==> src/rtl/lsu_pkg.sv <==
// Shared types and constants for the load/store sequencer: FSM encoding,
// funct3 access sizes, the latched access record and the legality check.
package lsu_pkg;

  typedef enum logic [1:0] {
    IDLE = 2'd0,
    REQ  = 2'd1,
    WAIT = 2'd2,
    DONE = 2'd3
  } state_e;

  localparam logic [2:0] F3_B  = 3'b000;
  localparam logic [2:0] F3_H  = 3'b001;
  localparam logic [2:0] F3_W  = 3'b010;
  localparam logic [2:0] F3_BU = 3'b100;
  localparam logic [2:0] F3_HU = 3'b101;

  typedef struct packed {
    logic        is_load;
    logic [2:0]  funct3;
    logic [31:0] addr;
    logic [31:0] wdata;
  } access_t;

  // Unsigned sizes exist only for loads; halves and words must be naturally aligned.
  function automatic logic access_ok(input logic ld, input logic [2:0] f3,
                                     input logic [1:0] a);
    case (f3)
      F3_B:    return 1'b1;
      F3_H:    return !a[0];
      F3_W:    return (a == 2'b00);
      F3_BU:   return ld;
      F3_HU:   return ld && !a[0];
      default: return 1'b0;
    endcase
  endfunction

endpackage

==> src/rtl/lsu_align.sv <==
// Combinational lane logic: store byte enables and lane replication, load
// lane extraction with sign or zero extension.
module lsu_align
  import lsu_pkg::*;
(
  input  logic [2:0]  funct3,
  input  logic [1:0]  addr_lo,
  input  logic [31:0] wdata,
  input  logic [31:0] rdata,
  output logic [3:0]  be,
  output logic [31:0] wdata_out,
  output logic [31:0] rdata_ext
);

  logic [7:0]  lane_b;
  logic [15:0] lane_h;

  always_comb begin
    lane_b = rdata[{addr_lo, 3'b000} +: 8];
    lane_h = addr_lo[1] ? rdata[31:16] : rdata[15:0];
  end

  // NOTE: every output gets a default before the case so no path leaves one unassigned and infers a latch.
  always_comb begin
    be        = 4'b0000;
    wdata_out = wdata;
    rdata_ext = '0;
    case (funct3)
      F3_B, F3_BU: begin
        be        = 4'b0001 << addr_lo;
        wdata_out = {4{wdata[7:0]}};
        rdata_ext = (funct3 == F3_B) ? {{24{lane_b[7]}}, lane_b} : {24'b0, lane_b};
      end
      F3_H, F3_HU: begin
        be        = 4'b0011 << {addr_lo[1], 1'b0};
        wdata_out = {2{wdata[15:0]}};
        rdata_ext = (funct3 == F3_H) ? {{16{lane_h[15]}}, lane_h} : {16'b0, lane_h};
      end
      F3_W: begin
        be        = 4'b1111;
        rdata_ext = rdata;
      end
      default: ;
    endcase
  end

endmodule

==> config.mk <==
export PLATFORM = sky130hd
export DESIGN_NAME = lsu_align
export DESIGN_NICKNAME = d
export VERILOG_FILES = /design/src/rtl/lsu_pkg.sv /design/src/rtl/lsu_align.sv
export SDC_FILE = /design/constraint.sdc
export NUM_CORES = 1
export LEC_CHECK = 0
export CAP_MARGIN = 10
export CORE_MARGIN = 1.5
export CORE_UTILIZATION = 32
export DETAILED_ROUTE_END_ITERATION = 10
export GPL_ROUTABILITY_DRIVEN = 0
export PLACE_DENSITY = 0.91
export REMOVE_ABC_BUFFERS = 1
export SLEW_MARGIN = 20
export SYNTH_ARGS = -nofsm -noshare
export SYNTH_HDL_FRONTEND = slang
export SYNTH_SLANG_ARGS = --single-unit
==> constraint.sdc <==
create_clock -name vclk -period 6
set_clock_uncertainty 0.05 [all_clocks]
set_input_delay 1.8 -clock vclk [all_inputs]
set_output_delay 1.8 -clock vclk [all_outputs]
set_load 0.01 [all_outputs]
==> metrics.md, run 1 <==
| Metric | Value |
|---|---|
| Hold Crit Class | `in -> out` |
| Synth Area in Adders | `0` |
| Most Frequent Cell on Critical Path | `clkdlybuf4s50_1` |
| Ports | `137` |
| Unrepaired setup endpoints after global routing | `no` |
| Largest family of logic cells by synthesized area | `compound AO/OA/AOI/OAI gates` |
| Distinct cells, synth | `32` |
| Compound-Gate Fraction of Synth Area | `0.3364` |
| Post-CTS Setup Inserts | `0` |
| Psw | `0.08713 mW` |
| Synthesized area | `1231 sq um` |
| Worst Setup Start Kind | `primary input` |
| Peak Freq | `0.1720 GHz` |
| CP max-delay cell | `clkdlybuf4s50_1` |
| Via/cell ratio | `5.313` |
| First-pass GRT wire length | `8.162 mm` |
| Final Util | `0.7076` |
| Gr ovfl total | `0` |
| Sequential share of power | `0` |
| Peak supply drop | `0.00004400 V` |
| Crit path required time | `4.15 ns` |
| Crit path DAT | `3.96 ns` |
| Class of the most critical setup path | `in -> out` |
| Top post-synthesis cells by area | `mux2_2 (17%), mux2i_1 (12%), a311oi_1 (11%)` |
| Core box area | `3689 sq um` |
| Number of clock-tree buffers in the layout | `0` |
| Reg area | `0 sq um` |
| Leakage | `1.030 nW` |
| Total GRT Usage | `0.2329` |
| First drt pass iteration count | `4` |
| Status | `finished, final reports clean` |
| Crit Path Max Fanout | `8` |
| Final Hold Vio Count | `0` |
| Final setup vio count | `0` |
| Vias in the first global route | `1752` |
| Post-Synth Simple-Gate Area | `0.2175` |
| Ant diodes | `0` |
| Post-synthesis mux area share | `0.3140` |
| CP Capture Type | `primary output` |
| Mean Syn Cell Area | `7.372 sq um` |
| Crit share post-route | `0.9692` |
| Cts repair resizes | `0` |
| Initial antenna violation count | `0` |
| Count leader, synth | `nand2_1` |
| Num rows | `22` |
| Initial DRC Count | `77` |
| Num sequential | `0` |
| Actual slew at the worst max-slew pin | `0.5719 ns` |
| Slew Viols, Final | `0` |
| Drt drc | `0` |
| Worst path max stage delay | `0.54 ns` |
| Nets | `362` |
| Starting Density | `0.3338` |
| XOR/XNOR share of the synthesized area | `0` |
| Hold Buf Count CTS | `0` |
| Crit-path cells | `clkdlybuf4s50_1 -> buf_4 -> or3b_1 -> o31ai_4 -> a221o_1 -> clkdlybuf4s50_1` |
| Total die area | `4228 sq um` |
| Routed wire per std cell | `14.86 um` |
| Cell-internal power | `0.1372 mW` |
| Combinational share of power | `1.000` |
| Filler instances | `334` |
| Seq/Total Area, Yosys | `0` |
| Most area-hungry cell type in the Yosys netlist | `mux2_2` |
| Fin cells | `339` |
| Commonest cells post-synth | `nand2_1 (25), mux2_2 (19), a311oi_1 (16)` |
| DRT antenna net count | `0` |
| P per Cell Area | `85.94 nW/um^2` |
| HPWL Detailed | `4.149 mm` |
| Post-Synthesis Cells | `167` |
| Share of layout cells above drive strength 1 | `0.1409` |
| Area share of the largest cell type after synthesis | `0.1738` |
| Die width | `65.03 um` |
| Yosys Warn Count | `0` |
| Area grow syn2layout | `112.0%` |
| Vias | `1801` |
| Port Buffers | `137` |
| Cells after DPL | `339` |
| Routed WL | `5.036 mm` |
| Switching part of the total | `0.3885` |
| Setup TNS | `0 ns` |
| Min cycle time layout | `5.815 ns` |
| Largest net degree at the start of global routing | `28` |
| Die H | `65.03 um` |
| Max-Cap Viols | `0` |
| Clock share of power | `0` |
| Max_slew headroom | `0.6173` |
-- per-layer routing --
metal | track usage | routed length [um]
met3 | 0.04167 | 547
met5 | 0 | 0
met2 | 0.4588 | 2528
met1 | 0.2685 | 1917
met4 | 0.01823 | 42
-- stage by stage --
step                power, mW  setup slack [ns]  instance area [sq um]  hold WS (ns)
floorplan             0.07633             1.283                   1076         3.550
global placement       0.2212            0.1420                   2600         4.463
detailed placement     0.2235            0.1325                   2600         4.462
CTS                    0.2245            0.1301                   2600         4.463
global route           0.2405           0.07604                   2610         4.516
finish                 0.2243            0.1850                   2610         4.477
-- kinds of logic after synthesis --
group,count (synthesis)
AND/OR/NAND/NOR,54
buffers and inverters,28
multiplexers,35
AO/OA/AOI/OAI,50
-- power by group through the flow --
stage	Clock [mW]	Sequential (mW)	Combinational, mW
global route	0	0	0.241
floorplan	0	0	0.0763
global placement	0	0	0.221
CTS	0	0	0.225
finish	0	0	0.224
detailed placement	0	0	0.224
-- path summary, 6_finish.rpt --
path | from | end | slack, ns | depth (start not counted)
setup / recovery | funct3[0] | rdata_ext[3] | 0.19 | 6
hold / removal | funct3[1] | rdata_ext[29] | 4.48 | 4
-- area by class of cell --
class	instances	area (sq um)	share of cell area
Timing Repair Buffer	150	1464	0.5609
Multi-Input combinational cell	139	1079	0.4132
Tap cell	48	60.06	0.02301
Inverter	2	7.507	0.002876
-- critical path, delay by kind of cell --
family / cells / cell delay (ns)
buffers and inverters: 3 / 1.29
AND/OR/NAND/NOR: 1 / 0.47
AO/OA/AOI/OAI: 2 / 0.40
-- cells in the final DEF, fill, tap and decap left out, drive strengths merged, types with 3 or more instances in the layout --
cell / count
or3b: 3
clkdlybuf4s50: 136
a211o: 6
nor2b: 4
nor2: 14
a221o: 9
o21ai: 11
mux2i: 15
buf: 14
a311oi: 16
mux2: 19
nand2: 25
Power figures use the tool's default switching activity.
==> run 2: changes to the inputs <==
--- a/config.mk
+++ b/config.mk
@@ -6,13 +6,11 @@
 export NUM_CORES = 1
 export LEC_CHECK = 0
 export CAP_MARGIN = 10
-export CORE_MARGIN = 1.5
 export CORE_UTILIZATION = 32
 export DETAILED_ROUTE_END_ITERATION = 10
 export GPL_ROUTABILITY_DRIVEN = 0
 export PLACE_DENSITY = 0.91
 export REMOVE_ABC_BUFFERS = 1
-export SLEW_MARGIN = 20
 export SYNTH_ARGS = -nofsm -noshare
 export SYNTH_HDL_FRONTEND = slang
 export SYNTH_SLANG_ARGS = --single-unit
==> run 2 against run 1 <==
Setup slack worse by 0.050 ns. Clock-buffer cell count unchanged. First-iteration DRC count up 14%. Critical path type unchanged. Largest cell class unchanged. Largest power group unchanged.
==> metrics.md, run 2 (synthesis results as in run 1) <==
| Metric | Value |
|---|---|
| Drt drc | `0` |
| Switching part of the total | `0.3914` |
| Reg area | `0 sq um` |
| CP top delay family | `buffers and inverters` |
| Crit path required time | `4.15 ns` |
| Clock share of power | `0` |
| Area grow syn2layout | `111.3%` |
| Final setup vio count | `0` |
| Vias | `1825` |
| Final Hold Vio Count | `0` |
| Nets | `361` |
| Hold Buf Count CTS | `0` |
| Peak Freq | `0.1705 GHz` |
| Status | `finished, final reports clean` |
| Actual slew at the worst max-slew pin | `0.6110 ns` |
| Fin area | `2601 sq um` |
| Initial antenna violation count | `0` |
| Ant diodes | `0` |
| Dpl cell area | `2592 sq um` |
| Routed WL | `5.201 mm` |
| Crit path DAT | `4.02 ns` |
| Starting Density | `0.3338` |
| P per Cell Area | `86.33 nW/um^2` |
| Num sequential | `0` |
| Initial DRC Count | `88` |
| Port Buffers | `137` |
| Crit share post-route | `0.9775` |
| CP max-delay cell | `clkdlybuf4s50_1` |
| Total GRT Usage | `0.2473` |
| Hold Crit Class | `in -> out` |
| Stages on worst setup path | `5` |
| First drt pass iteration count | `4` |
| CP Capture Type | `primary output` |
| Total die area | `4099 sq um` |
| Worst setup margin | `0.1350 ns` |
| Die H | `64.03 um` |
| Commonest non-fill, non-tap cell in the layout | `clkdlybuf4s50_1` |
| Sequential share of power | `0` |
| Combinational share of power | `1.000` |
| Crit Path Max Fanout | `9` |
| Pre-CTS setup slack | `0.1377 ns` |
| Most Frequent Cell on Critical Path | `clkdlybuf4s50_1` |
| First-pass GRT wire length | `8.183 mm` |
| Peak supply drop | `0.00004727 V` |
| Crit-path cells | `clkdlybuf4s50_1 -> mux4_2 -> and3b_1 -> a221o_1 -> clkdlybuf4s50_1` |
| Max-Cap Viols | `0` |
| Psw | `0.08789 mW` |
| Filler instances | `322` |
| Total Power | `0.2246 mW` |
| Cell-internal power | `0.1367 mW` |
| Setup TNS | `0 ns` |
| Hold EP | `rdata_ext[23]` |
| Min cycle time layout | `5.865 ns` |
| Ports | `137` |
| Number of clock-tree buffers in the layout | `0` |
| Die width | `64.03 um` |
| Via/cell ratio | `5.399` |
| DRT antenna net count | `0` |
| Hold path depth | `4` |
| Core box area | `3689 sq um` |
| Largest net degree at the start of global routing | `25` |
| Buf+Inv Stages, Crit Path | `2` |
| HP Start | `funct3[1]` |
| Commonest cells after routing, fill and taps aside | `clkdlybuf4s50_1 (136), nand2_1 (25), mux2_2 (19)` |
| HPWL Detailed | `4.210 mm` |
| Class of the most critical setup path | `in -> out` |
| Unrepaired setup endpoints after global routing | `no` |
| Gr ovfl total | `0` |
| Max_slew headroom | `0.5912` |
| Leakage | `1.025 nW` |
| Slew Viols, Final | `0` |
| Routed wire per std cell | `15.39 um` |
| Num rows | `22` |
| Vias in the first global route | `1727` |
| Share of layout cells above drive strength 1 | `0.1345` |
| Worst Setup Start Kind | `primary input` |
| Worst path max stage delay | `0.63 ns` |
## run 2: cell type report
class	count	area, sq um	share of cell area
timing repair buffer	149	1456	0.5599
multi-input combinational	139	1077	0.4141
tap	48	60.06	0.02309
inverter	2	7.507	0.002886
## run 2: how the worst max path moves through the flow
stage / startpoint / to
4_1_cts: addr_lo[0] / rdata_ext[9]
6_report: addr_lo[0] / rdata_ext[9]
3_3_place_gp: addr_lo[0] / rdata_ext[8]
5_1_grt: addr_lo[0] / rdata_ext[9]
2_1_floorplan: funct3[1] / rdata_ext[30]
3_5_place_dp: funct3[0] / rdata_ext[5]
## run 2: power groups by stage
stage               combinational [mW]  clock, mW  sequential [mW]
floorplan                       0.0763          0                0
global placement                 0.221          0                0
detailed placement               0.224          0                0
CTS                              0.225          0                0
global route                     0.240          0                0
finish                           0.225          0                0
## run 2: per-stage QoR
step / util / hold slack, ns / std cells
2_1_floorplan: - / 3.550 / 141
3_3_place_gp: 0.7028 / 4.390 / 338
3_5_place_dp: 0.7028 / 4.391 / 338
4_1_cts: 0.7028 / 4.393 / 338
5_1_grt: 0.7052 / 4.450 / 338
6_report: 0.7052 / 4.395 / 338
## run 2: metal layers
layer	up-vias	global-route usage	wire length [um]
li1	887	-	-
met3	2	0.04643	472
met5	-	0	0
met2	104	0.4734	2606
met1	832	0.2869	2091
met4	0	0.02841	30
## run 2: repair_timing
item,CTS,global route
buffers inserted,0,0
gates resized for setup,0,1
endpoints found under the hold margin,0,0
setup endpoints to repair,0,1
## run 2: worst min-delay path: cells and delay by family
kind                   cells  cell delay [ns]
AO/OA/AOI/OAI              1             0.08
AND/OR/NAND/NOR            1             0.09
buffers and inverters      2             0.67
==> run 3: changes to the inputs <==
--- a/config.mk
+++ b/config.mk
@@ -6,6 +6,7 @@
 export NUM_CORES = 1
 export LEC_CHECK = 0
 export CAP_MARGIN = 10
+export CORE_MARGIN = 4
 export CORE_UTILIZATION = 32
 export DETAILED_ROUTE_END_ITERATION = 10
 export GPL_ROUTABILITY_DRIVEN = 0
==> run 3 against run 2 <==
Final cell count down 0.30%. Die area up 20%. First-iteration DRC count up 34%. Final area up 0.19%. Non-clock buffer count down 1. Critical path depth unchanged. Critical endpoint is now rdata_ext[26]. Clock-buffer cell count unchanged. Sequential share of layout area unchanged. Combinational power about the same. Worst hold slack worse by 0.0089 ns.
==> metrics.md, run 3 (synthesis results as in run 1) <==
| Metric | Value |
|---|---|
| Status | `finished, final reports clean` |
| Nets | `360` |
| P per Cell Area | `87.44 nW/um^2` |
| Crit path required time | `4.15 ns` |
| Via/cell ratio | `5.605` |
| Min cycle time layout | `5.878 ns` |
| Reg area | `0 sq um` |
| Gr ovfl total | `0` |
| Fin area | `2606 sq um` |
| Vias | `1889` |
| Worst path max stage delay | `0.65 ns` |
| Dpl cell area | `2597 sq um` |
| Drt drc | `0` |
| Total GRT Usage | `0.2145` |
| Crit path DAT | `4.03 ns` |
| Hold Crit Class | `in -> out` |
| Clock share of power | `0` |
| Switching part of the total | `0.3961` |
| Vias in the first global route | `1846` |
| Unrepaired setup endpoints after global routing | `no` |
| Class of the most critical setup path | `in -> out` |
| Commonest cells after routing, fill and taps aside | `clkdlybuf4s50_1 (136), nand2_1 (25), mux2_2 (19)` |
| Peak Freq | `0.1701 GHz` |
| Peak supply drop | `0.00004333 V` |
| Port Buffers | `137` |
| DRT antenna net count | `0` |
| Die H | `70.03 um` |
| Largest net degree at the start of global routing | `25` |
| Cell-internal power | `0.1376 mW` |
| Number of clock-tree buffers in the layout | `0` |
| Buf+Inv Stages, Crit Path | `2` |
| Psw | `0.09028 mW` |
| Max_slew headroom | `0.5982` |
| Initial antenna violation count | `0` |
| Num rows | `22` |
| CP max-delay cell | `clkdlybuf4s50_1` |
| Ant diodes | `0` |
| Worst Setup Start Kind | `primary input` |
| Area grow syn2layout | `111.7%` |
| Total die area | `4904 sq um` |
| Crit-path cells | `clkdlybuf4s50_1 -> mux2i_1 -> o21a_1 -> a311oi_1 -> clkdlybuf4s50_1` |
| Area of the multi-input gates | `1077 sq um` |
| Final Hold Vio Count | `0` |
| Filler instances | `328` |
| Crit share post-route | `0.9797` |
| Slew Viols, Final | `0` |
| Initial DRC Count | `118` |
| Post-CTS Setup Inserts | `0` |
| Ports | `137` |
| Crit Path Max Fanout | `16` |
| Die width | `70.03 um` |
| Share of layout cells above drive strength 1 | `0.1315` |
| Core box area | `3689 sq um` |
| First drt pass iteration count | `4` |
| Most Frequent Cell on Critical Path | `clkdlybuf4s50_1` |
| Leakage | `1.026 nW` |
| Cts repair resizes | `0` |
| Starting Density | `0.3338` |
| Actual slew at the worst max-slew pin | `0.6005 ns` |
| Sequential share of power | `0` |
| Final setup vio count | `0` |
| Num sequential | `0` |
| Combinational share of power | `1.000` |
| Commonest non-fill, non-tap cell in the layout | `clkdlybuf4s50_1` |
| First-pass GRT wire length | `8.935 mm` |
| Routed wire per std cell | `17.05 um` |
| Routed WL | `5.745 mm` |
| HPWL Detailed | `4.727 mm` |
| Setup TNS | `0 ns` |
| CP top delay family | `buffers and inverters` |
| CP Capture Type | `primary output` |
| Hold Buf Count CTS | `0` |
| Max-Cap Viols | `0` |
run 3: power by group through the flow:
stage                     sequential, mW  combinational (mW)  clock (mW)
after floorplan                        0              0.0763           0
after global placement                 0               0.224           0
after detailed placement               0               0.227           0
after CTS                              0               0.228           0
after global routing                   0               0.242           0
final                                  0               0.228           0
run 3: layer usage:
metal / global-route usage / up-vias / part of all wire
li1: - / 889 / -
met1: 0.2449 / 876 / 0.39
met2: 0.4008 / 122 / 0.48
met3: 0.06619 / 2 / 0.12
met4: 0.02128 / 0 / 0.0057
met5: 0 / - / 0
run 3: through the flow:
| stage | utilization | instances | worst slack, ns | hold slack [ns] | power [mW] |
|---|---|---|---|---|---|
| after CTS | 0.7042 | 337 | 0.08449 | 4.390 | 0.2279 |
| after global placement | 0.7042 | 337 | 0.1437 | 4.384 | 0.2240 |
| after global routing | 0.7066 | 337 | 0.02320 | 4.448 | 0.2424 |
| after floorplan | - | 141 | 1.283 | 3.550 | 0.07633 |
| after detailed placement | 0.7042 | 337 | 0.08321 | 4.386 | 0.2268 |
| final | 0.7066 | 337 | 0.1218 | 4.386 | 0.2279 |
run 3: path summary, 6_finish.rpt:
path / endpoint / cells past startpoint / from / slack [ns]
max: rdata_ext[26] / 5 / addr_lo[1] / 0.12
min: wdata_out[31] / 4 / funct3[1] / 4.39
run 3: layout make-up:
class	count	area share
multi-input combinational	139	0.4133
timing repair buffer	148	0.5607
inverter	2	0.002880
tap	48	0.02304
